`config.mk`:
```
export PLATFORM = sky130hd
export DESIGN_NAME = seed_rng
export DESIGN_NICKNAME = d
export VERILOG_FILES = /design/src/rtl/seed_rng_pkg.sv /design/src/rtl/seed_rng_lfsr.sv /design/src/rtl/seed_rng.sv
export SDC_FILE = /design/constraint.sdc
export NUM_CORES = 1
export LEC_CHECK = 0
export ABC_AREA = 1
export BUFFER_PORTS_ARGS = -buffer_cell sky130_fd_sc_hd__buf_2
export CORE_ASPECT_RATIO = 1.75
export CORE_MARGIN = 3
export CORE_UTILIZATION = 54
export DETAILED_ROUTE_END_ITERATION = 7
export MAX_ROUTING_LAYER = met4
export PLACE_DENSITY = 0.77
export SETUP_SLACK_MARGIN = 0.5
export SKIP_LAST_GASP = 1
export SLEW_MARGIN = 10
export SYNTH_ARGS = -nofsm -noshare
export SYNTH_HDL_FRONTEND = slang
export SYNTH_HIERARCHICAL = 1
export SYNTH_SLANG_ARGS = --single-unit
```
`constraint.sdc`:
```
create_clock -name i_clk -period 2.8 [get_ports i_clk]
set_input_delay 0.56 -clock i_clk [delete_from_list [all_inputs] [get_ports i_clk]]
set_output_delay 0.56 -clock i_clk [all_outputs]
set_load 0.005 [all_outputs]
```
`src/rtl/seed_rng_pkg.sv`:
```
// rtl/seed_rng_pkg.sv - shared constants, state enum and LFSR step function for seed_rng
package seed_rng_pkg;

  localparam int WIDTH     = 12;
  localparam int MAX_TRIES = 16;

  // Right-shift Galois taps for x^12+x^11+x^10+x^4+1
  localparam logic [WIDTH-1:0] LFSR_TAPS     = 12'hE08;
  // Loaded instead of an all-zero seed, which would lock the LFSR
  localparam logic [WIDTH-1:0] LFSR_FALLBACK = 12'h001;

  typedef enum logic [1:0] {
    UNSEEDED = 2'd0,
    READY    = 2'd1,
    GEN      = 2'd2,
    REDUCE   = 2'd3
  } rng_state_t;

  function automatic logic [WIDTH-1:0] lfsr_next(input logic [WIDTH-1:0] s);
    return (s >> 1) ^ (s[0] ? LFSR_TAPS : '0);
  endfunction

endpackage

```
`src/rtl/seed_rng_lfsr.sv`:
```
// rtl/seed_rng_lfsr.sv - rng_lfsr: 12-bit Galois LFSR with load, step and zero-guard
module rng_lfsr
  import seed_rng_pkg::*;
(
  input  logic             i_clk,
  input  logic             i_reset,
  input  logic             i_load,
  input  logic [WIDTH-1:0] i_seed,
  input  logic             i_step,
  output logic [WIDTH-1:0] o_next
);

  logic [WIDTH-1:0] r_state;

  assign o_next = lfsr_next(r_state);

  // Load beats step; a zero seed is replaced so the state never reaches 0
  always_ff @(posedge i_clk) begin
    if (i_reset) begin
      r_state <= LFSR_FALLBACK;
    end else if (i_load) begin
      r_state <= (i_seed == '0) ? LFSR_FALLBACK : i_seed;
    end else if (i_step) begin
      r_state <= o_next;
    end
  end

endmodule

```
`src/rtl/seed_rng.sv`:
```
// rtl/seed_rng.sv - seeded bounded RNG: FSM and reduction datapath (optional SEED_RNG_REJECT_EN)
module seed_rng
  import seed_rng_pkg::*;
(
  input  logic             i_clk,
  input  logic             i_reset,
  input  logic [WIDTH-1:0] i_seed,
  input  logic             i_seed_load,
  input  logic             i_req,
  input  logic [WIDTH-1:0] i_bound,
  output logic [WIDTH-1:0] o_rnd,
  output logic             o_rnd_valid,
  output logic             o_busy,
  output logic             o_seeded
);

  // Bound of 0 stands for the full 4096-value range, hence the extra bit
  localparam logic [WIDTH:0] FULL_RANGE = {1'b1, {WIDTH{1'b0}}};
  localparam logic [WIDTH:0] ONE        = {{WIDTH{1'b0}}, 1'b1};

  rng_state_t       r_state, w_state_nxt;
  logic [WIDTH:0]   r_bound, r_v, w_v_nxt;
  logic [WIDTH:0]   w_cand, w_diff;
  logic [WIDTH-1:0] w_lfsr_next, w_emit_val;
  logic [WIDTH-1:0] r_rnd;
  logic             r_rnd_valid, r_seeded;
  logic             w_emit, w_accept, w_last_try;

  rng_lfsr u_lfsr (
    .i_clk   (i_clk),
    .i_reset (i_reset),
    .i_load  (i_seed_load),
    .i_seed  (i_seed),
    .i_step  (r_state == GEN),
    .o_next  (w_lfsr_next)
  );

  // Candidate is next LFSR state minus one, so the range is 0..4094
  assign w_cand = {1'b0, w_lfsr_next} - ONE;
  assign w_diff = r_v - r_bound;

`ifdef SEED_RNG_REJECT_EN
  localparam int TRY_W = $clog2(MAX_TRIES);
  logic [TRY_W-1:0] r_tries;

  // Counts GEN cycles of the current request to cap rejection retries
  always_ff @(posedge i_clk) begin
    if (i_reset) begin
      r_tries <= '0;
    end else if (w_accept) begin
      r_tries <= '0;
    end else if (r_state == GEN) begin
      r_tries <= r_tries + TRY_W'(1);
    end
  end

  assign w_last_try = (r_tries == TRY_W'(MAX_TRIES - 1));
`else
  assign w_last_try = 1'b1;
`endif

  // State register
  always_ff @(posedge i_clk) begin
    if (i_reset) begin
      r_state <= UNSEEDED;
    end else begin
      r_state <= w_state_nxt;
    end
  end

  // Next-state, emit decision and reduction value; seed_load overrides everything
  always_comb begin
    w_state_nxt = r_state;
    w_emit      = 1'b0;
    w_emit_val  = w_cand[WIDTH-1:0];
    w_v_nxt     = r_v;
    w_accept    = 1'b0;
    case (r_state)
      UNSEEDED: begin
      end
      READY: begin
        if (i_req) begin
          w_accept    = 1'b1;
          w_state_nxt = GEN;
        end
      end
      GEN: begin
        if (w_cand < r_bound) begin
          w_emit      = 1'b1;
          w_state_nxt = READY;
        end else if (w_last_try) begin
          w_v_nxt     = w_cand;
          w_state_nxt = REDUCE;
        end
      end
      REDUCE: begin
        w_emit_val = w_diff[WIDTH-1:0];
        if (w_diff < r_bound) begin
          w_emit      = 1'b1;
          w_state_nxt = READY;
        end else begin
          w_v_nxt = w_diff;
        end
      end
      default: w_state_nxt = UNSEEDED;
    endcase
    if (i_seed_load) begin
      w_state_nxt = READY;
      w_emit      = 1'b0;
      w_accept    = 1'b0;
    end
  end

  // Result, valid pulse, seeded flag and request operands
  always_ff @(posedge i_clk) begin
    if (i_reset) begin
      r_rnd       <= '0;
      r_rnd_valid <= 1'b0;
      r_seeded    <= 1'b0;
      r_bound     <= '0;
      r_v         <= '0;
    end else begin
      r_rnd_valid <= w_emit;
      if (w_emit) begin
        r_rnd <= w_emit_val;
      end
      if (i_seed_load) begin
        r_seeded <= 1'b1;
      end
      if (w_accept) begin
        r_bound <= (i_bound == '0) ? FULL_RANGE : {1'b0, i_bound};
      end
      r_v <= w_v_nxt;
    end
  end

  assign o_rnd       = r_rnd;
  assign o_rnd_valid = r_rnd_valid;
  assign o_busy      = (r_state == GEN) || (r_state == REDUCE);
  assign o_seeded    = r_seeded;

endmodule

```
# == Word level (Yosys, flattened, before mapping) ==
# Cells that the tools add are included.
# classes
add_sub_neg,2
order_cmp,2
eq_ne,9
mux,21
bitwise_logic,1
reduce_logical,11
# op_table
op,n
12-bit two-way mux,5
13-bit two-way mux,3
13-bit < comparator,2
13-bit case mux with 2 select lines,1
12-bit zero test,2
"12-bit by 1-bit subtractor with 13-bit output, second input constant",1
13-bit subtractor,1
11-bit by 12-bit bitwise XOR with 12-bit output,1
3-bit AND reduction,3
"2-bit inequality test, second input constant",4
1-bit two-way mux,7
2-bit two-way mux,3
"3-bit inequality test, second input constant",2
2-bit case mux with 3 select lines,1
"2-bit equality test, second input constant",2
2-bit nonzero test,2
4-bit nonzero test,1
3-bit nonzero test,1
"2-bit by 1-bit equality test with 1-bit output, second input constant",1
1-bit case mux with 2 select lines,1
2-bit OR reduction,1
1-bit logical OR,1
# totals
register_bits,54
in_bits,28
out_inout_bits,15
elab_cells,54

# == Logic depth before layout (Yosys ltp) ==
# logic_depth
ltp_word,7
mapped_depth,24
depth_no_buf,24

# == By module ==
# The synthesis kept the hierarchy.
# by_module_without_submodules
mod,n_inst,cells_per_inst,area_per_inst_um2,seq_area_each_um2
seed_rng,1,587,3553.4,840.8
rng_lfsr,1,103,690.7,240.2

# == Worst setup path before layout ==
# OpenSTA, ideal clock, no wires.
# synth_path
kind,reg-to-reg
startpoint,register r_bound[0]
endpoint,register r_v[0]
setup_ns,0.113
t_arrival_ns,2.761
t_required_ns,2.687
path_slack_ns,-0.075
path_stages_with_launch,22
n_path_buf,1
period_less_slack_ns,2.875
path_cell_list,dfxtp_1 -> ha_1 -> inv_1 -> fa_1 -> nand2_1 -> nand3_1 -> nand3_1 -> nand2_1 -> nand2_1 -> nand3_1 -> and2_1 -> ha_1 -> nand2_1 -> nor2_2 -> inv_1 -> nor2_1 -> nand2_1 -> nand3_2 -> nand3_2 -> buf_6 -> o21ai_1 -> nor2_1
# synth_between
elab_chain_len,4
elab_cells_between_ends,8
cone_classes,add/sub: 1; order compare: 2; eq/ne: 2; mux: 2; reduce/logical: 1
# synth_lines
element,line,source
"start, declared",seed_rng.sv:22,"logic [WIDTH:0] r_bound, r_v, w_v_nxt;"
"start signal, assigned",seed_rng.sv:131,"r_bound <= (i_bound == '0) ? FULL_RANGE : {1'b0, i_bound};"
13-bit subtractor,seed_rng.sv:40,assign w_diff = r_v - r_bound;
13-bit < comparator,seed_rng.sv:98,if (w_diff < r_bound) begin
2-bit inequality test (no source line),n/a,
3-bit AND reduction (no source line),n/a,
"end signal, assigned",seed_rng.sv:133,r_v <= w_v_nxt;
"end, declared",seed_rng.sv:22,
# Several ways; a longest one is shown, not always the timed one. The select of a mux whose other input is x is not followed.
# A chain may end at the register's enable or synchronous reset.

# == Worst setup path after layout ==
# layout_path
startpoint,register r_v[0]
endpoint,register r_rnd[2] (netlist: o_rnd[2])
# layout_between
elab_chain_len,5
elab_cells_between_ends,6
cone_classes,add/sub: 1; order compare: 1; mux: 4
# layout_lines
element,line,source
13-bit subtractor *,seed_rng.sv:40,
13-bit < comparator,seed_rng.sv:98,
1-bit two-way mux,seed_rng.sv:98,
1-bit case mux with 2 select lines,seed_rng.sv:78,case (r_state)
1-bit two-way mux,seed_rng.sv:107,if (i_seed_load) begin
"end signal, assigned",seed_rng.sv:125,r_rnd <= w_emit_val;
"end, declared",seed_rng.sv:25,logic [WIDTH-1:0] r_rnd;
# Every way passes the cells marked *; elsewhere a longest branch is shown, timed or not.

==> summary.md <==
| Metric | Value |
|---|---|
| Outcome | finished, violations left |
| Failing checks | setup timing |
| Area share of the largest cell type after synthesis | 25.5% |
| RSZ-0062 raised after global routing | true |
| Core box area | 7620 um^2 |
| Placed Instances | 862 |
| #FFs+latches synth | 54 |
| Number of port buffers | 42 |
| Crit path top cell by count | nand2_2 |
| Register area share after synthesis | 25.5% |
| Hold Path Stages | 2 |
| Initial antenna violation count | 0 |
| Final weighted congestion in routability-driven placement | 0.902 |
| Largest net degree at the start of global routing | 21 |
| R2R setup slack | -0.35 ns |
| IO Count | 43 |
| Post-layout instance count excluding filler cells | 898 |
| CTS tree | yes |
| Worst path required time | 3.00 ns |
| Initial Util | 55.7% |
| Syn-to-layout area delta | 33.7% |
| Total CTS buffers | 5 |
| Die Area | 9000 um^2 |
| Crit share post-route | 112% |
| Worst setup path end | o_rnd[2]$_SDFFE_PP0P_ |
| Final Hold Fails | 0 |
| Slew Viols, Final | 0 |
| Drt first pass iters | 6 |
| EDFF count, synth | 0 |
| YS warnings | 6 |
| Clk Latency, worst-skew pair | 0.30 ns |
| Htree depth | 2 |
| Reg2Reg Depth | 24 |
| Netlist Area Pre-Place | 4240 um^2 |
| Die Y | 123 um |
| Top cells by area, synth | dfxtp_1 25%, nand2_1 20%, ha_1 12% |
| VDD IR max | 0.562 mV |
| WP data arrival | 3.35 ns |
| Design area | 5670 um^2 |
| Worst-path fanout max | 5 |
| Layout cell share with drive strength beyond 1 | 29.9% |
| Worst Tran Pin Value | 0.817 ns |
| CTS Hold Buffers Added | 0 |
| DP HPWL | 9770 um |
| Async SR Flop Fraction | 0% |
| Max_slew headroom | 44.9% |
| Cells after Synth | 690 |
| Crit-path max cell delay | 0.36 ns |
| Fill cells | 550 |
| R2r endpoint | o_rnd[2]$_SDFFE_PP0P_ |
| Antenna Nets Post-Route | 0 |
| Post-Syn Area per Cell | 6.15 um^2 |
| Max-cap viol count | 0 |
| Ant diodes | 0 |
| Slowest CP cell | fa_2 |
| Worst Hold Class | flip-flop to flip-flop |
| Reg clk slew, reported paths | 0.08 ns |
| Wirelength per Cell | 16.0 um |
| Max frequency | 318 MHz |
| Vias | 5019 |
| Setup crit end kind | flip-flop |
| Yosys cell types | 37 |
| Cell Chain, Critical Path | inv_2 > ha_4 > inv_4 > fa_2 > nand2_2 > nand3_4 > nand3_2 > nand2_2 > nand2_2 > nand2_1 > nand2_2 > and2_4 > ha_4 > nand2_4 > inv_1 > nand2_1 > nand2_2 > a21oi_4 > nand3_4 > buf_4 > nand2_4 > nand3_1 > nand2_1 > nor2_1 |
| Clock Sinks | 54 |
| RR Startpoint | r_v[0]$_SDFFE_PP0P_ |
| Via/cell ratio | 5.59 |
| Vias in the first global route | 4799 |
| Core Rows | 42 |
| Top FF cell, synth | dfxtp_1 |
| Total global routing overflow | 0 |
| Gr usage total | 31.1% |
| Worst Hold Launch | r_bound[7]$_SDFFE_PP0P_ |
| Syn_nets | 760 |
| # setup viols final | 28 |
| Origin of the worst setup path | r_v[0]$_SDFFE_PP0P_ |
| DRT iter0 DRCs | 389 |
| Final worst slack | -0.348 ns |
| Max Clock Skew | 0.00830 ns |
| Net count reported at finish | 879 |
| P per Cell Area | 604 nW/um^2 |
| Placed Instance Area | 4940 um^2 |
| Final WL | 14400 um |
| Die width | 73.0 um |
| Crit Path Class | flip-flop to flip-flop |
| First-pass GRT wire length | 21200 um |
| CTS max path bufs | 2 |
| Cell taking the most area after synthesis | dfxtp_1 |
| Leakage | 2.94 nW |
| Post-layout min period | 3.15 ns |
| Nature of the critical path startpoint | flip-flop |
| Root Buffer | clkbuf_16 |
| DR DRC count | 0 |
==> how the worst min path moves through the flow <==
| stage | slack, ns | end |
|---|---|---|
| 3_5_place_dp | 0.46 | r_bound[2]$_SDFFE_PP0P_ |
| 3_3_place_gp | 0.45 | o_seeded$_SDFFE_PP0P_ |
| 6_report | 0.46 | r_bound[7]$_SDFFE_PP0P_ |
| 4_1_cts | 0.47 | r_bound[7]$_SDFFE_PP0P_ |
| 5_1_grt | 0.48 | r_bound[2]$_SDFFE_PP0P_ |
| 2_1_floorplan | 0.43 | r_bound[2]$_SDFFE_PP0P_ |
==> cell type report <==
class	instances	area (um^2)	area share (%)
well taps	88	110	1.94
inverters	112	423	7.45
multi-input cells	503	2980	52.5
clock inverters	3	21.3	0.375
repair buffers	133	931	16.4
flip-flops and latches	54	1090	19.1
clock buffers	5	125	2.21
==> placed cells by master (no fill, tap or decap), drive strengths merged, types with 5 or more instances in the layout <==
master / n
inv: 109
xor2: 10
o21ai: 26
buf: 133
dfxtp: 54
clkinv: 5
nor2: 84
a21oi: 47
clkbuf: 5
nand3: 44
and2: 6
nand2: 224
ha: 41
==> per-stage QoR <==
stage	hold slack (ns)	power, mW	setup slack [ns]	util, %	TNS [ns]
2_1_floorplan	0.435	1.78	0.0445	-	0
3_3_place_gp	0.446	2.17	-0.135	64.8	-2.84
3_5_place_dp	0.456	2.22	-0.283	64.8	-6.09
4_1_cts	0.466	3.10	-0.166	71.8	-3.00
5_1_grt	0.483	3.63	-0.483	74.4	-11.20
6_report	0.464	3.42	-0.348	74.4	-7.44
==> logic make-up after synthesis <==
kind of cell / count (synthesis) / share of synthesized area (%)
simple gates: 368 / 35.9
buf+inv: 134 / 13.6
compound gates: 81 / 10.2
flops: 54 / 25.5
fa+ha+maj: 42 / 12.6
xor+xnor: 11 / 2.27
==> what timing repair did <==
| item | CTS | global route |
|---|---|---|
| pin swaps | 28 | 34 |
| gates resized for setup | 49 | 45 |
| gates cloned | 1 | 0 |
| setup endpoints to repair | 28 | 29 |
| buffers inserted | 22 | 5 |
| hold endpoints to repair | 0 | 0 |
==> critical path, delay by kind of cell (launching register included) <==
family                     cells  cell delay [ns]
AOI/OAI and AO/OA              1             0.15
buffers and inverters          4             0.32
DFF                            1             0.33
and+or+nand+nor               16             1.52
adders and majority gates      3             0.73
==> registers in the layout, indices dropped and copies added, names as in the netlist <==
name / flops
o_seeded: 1
r_state: 2
o_rnd: 12
r_bound: 13
u_lfsr/r_state: 12
r_v: 13
o_rnd_valid: 1
==> cells in the mapped netlist, types with 2 or more instances <==
| master | count |
|---|---|
| a21boi_0 | 2 |
| a21oi_1 | 45 |
| a21oi_2 | 2 |
| a31oi_1 | 3 |
| and2_1 | 5 |
| buf_2 | 2 |
| buf_4 | 9 |
| buf_6 | 5 |
| clkbuf_1 | 5 |
| clkinv_1 | 3 |
| dfxtp_1 | 54 |
| ha_1 | 41 |
| inv_1 | 107 |
| inv_2 | 2 |
| nand2_1 | 221 |
| nand3_1 | 41 |
| nand3_2 | 3 |
| nand4_1 | 3 |
| nor2_1 | 78 |
| nor2_2 | 5 |
| nor3_1 | 2 |
| nor4_1 | 3 |
| o21ai_0 | 21 |
| o21ai_1 | 5 |
| or2_2 | 2 |
| xor2_1 | 10 |
==> where the power goes <==
group | total, mW | internal, mW | switching [mW]
Combinational | 1.93 | 0.837 | 1.09
Clock | 0.637 | 0.332 | 0.305
Sequential | 0.861 | 0.819 | 0.0421
Total | 3.42 | 1.99 | 1.44
==> routing by layer <==
metal	part of all wire (%)	global-route usage, %	vias up
li1	-	-	2383
met1	35	29.5	2292
met2	51	54.4	246
met3	5.4	4.15	98
met4	8.6	25.1	0
met5	0	-	-
No activity file was read; power rests on OpenSTA's default activity.
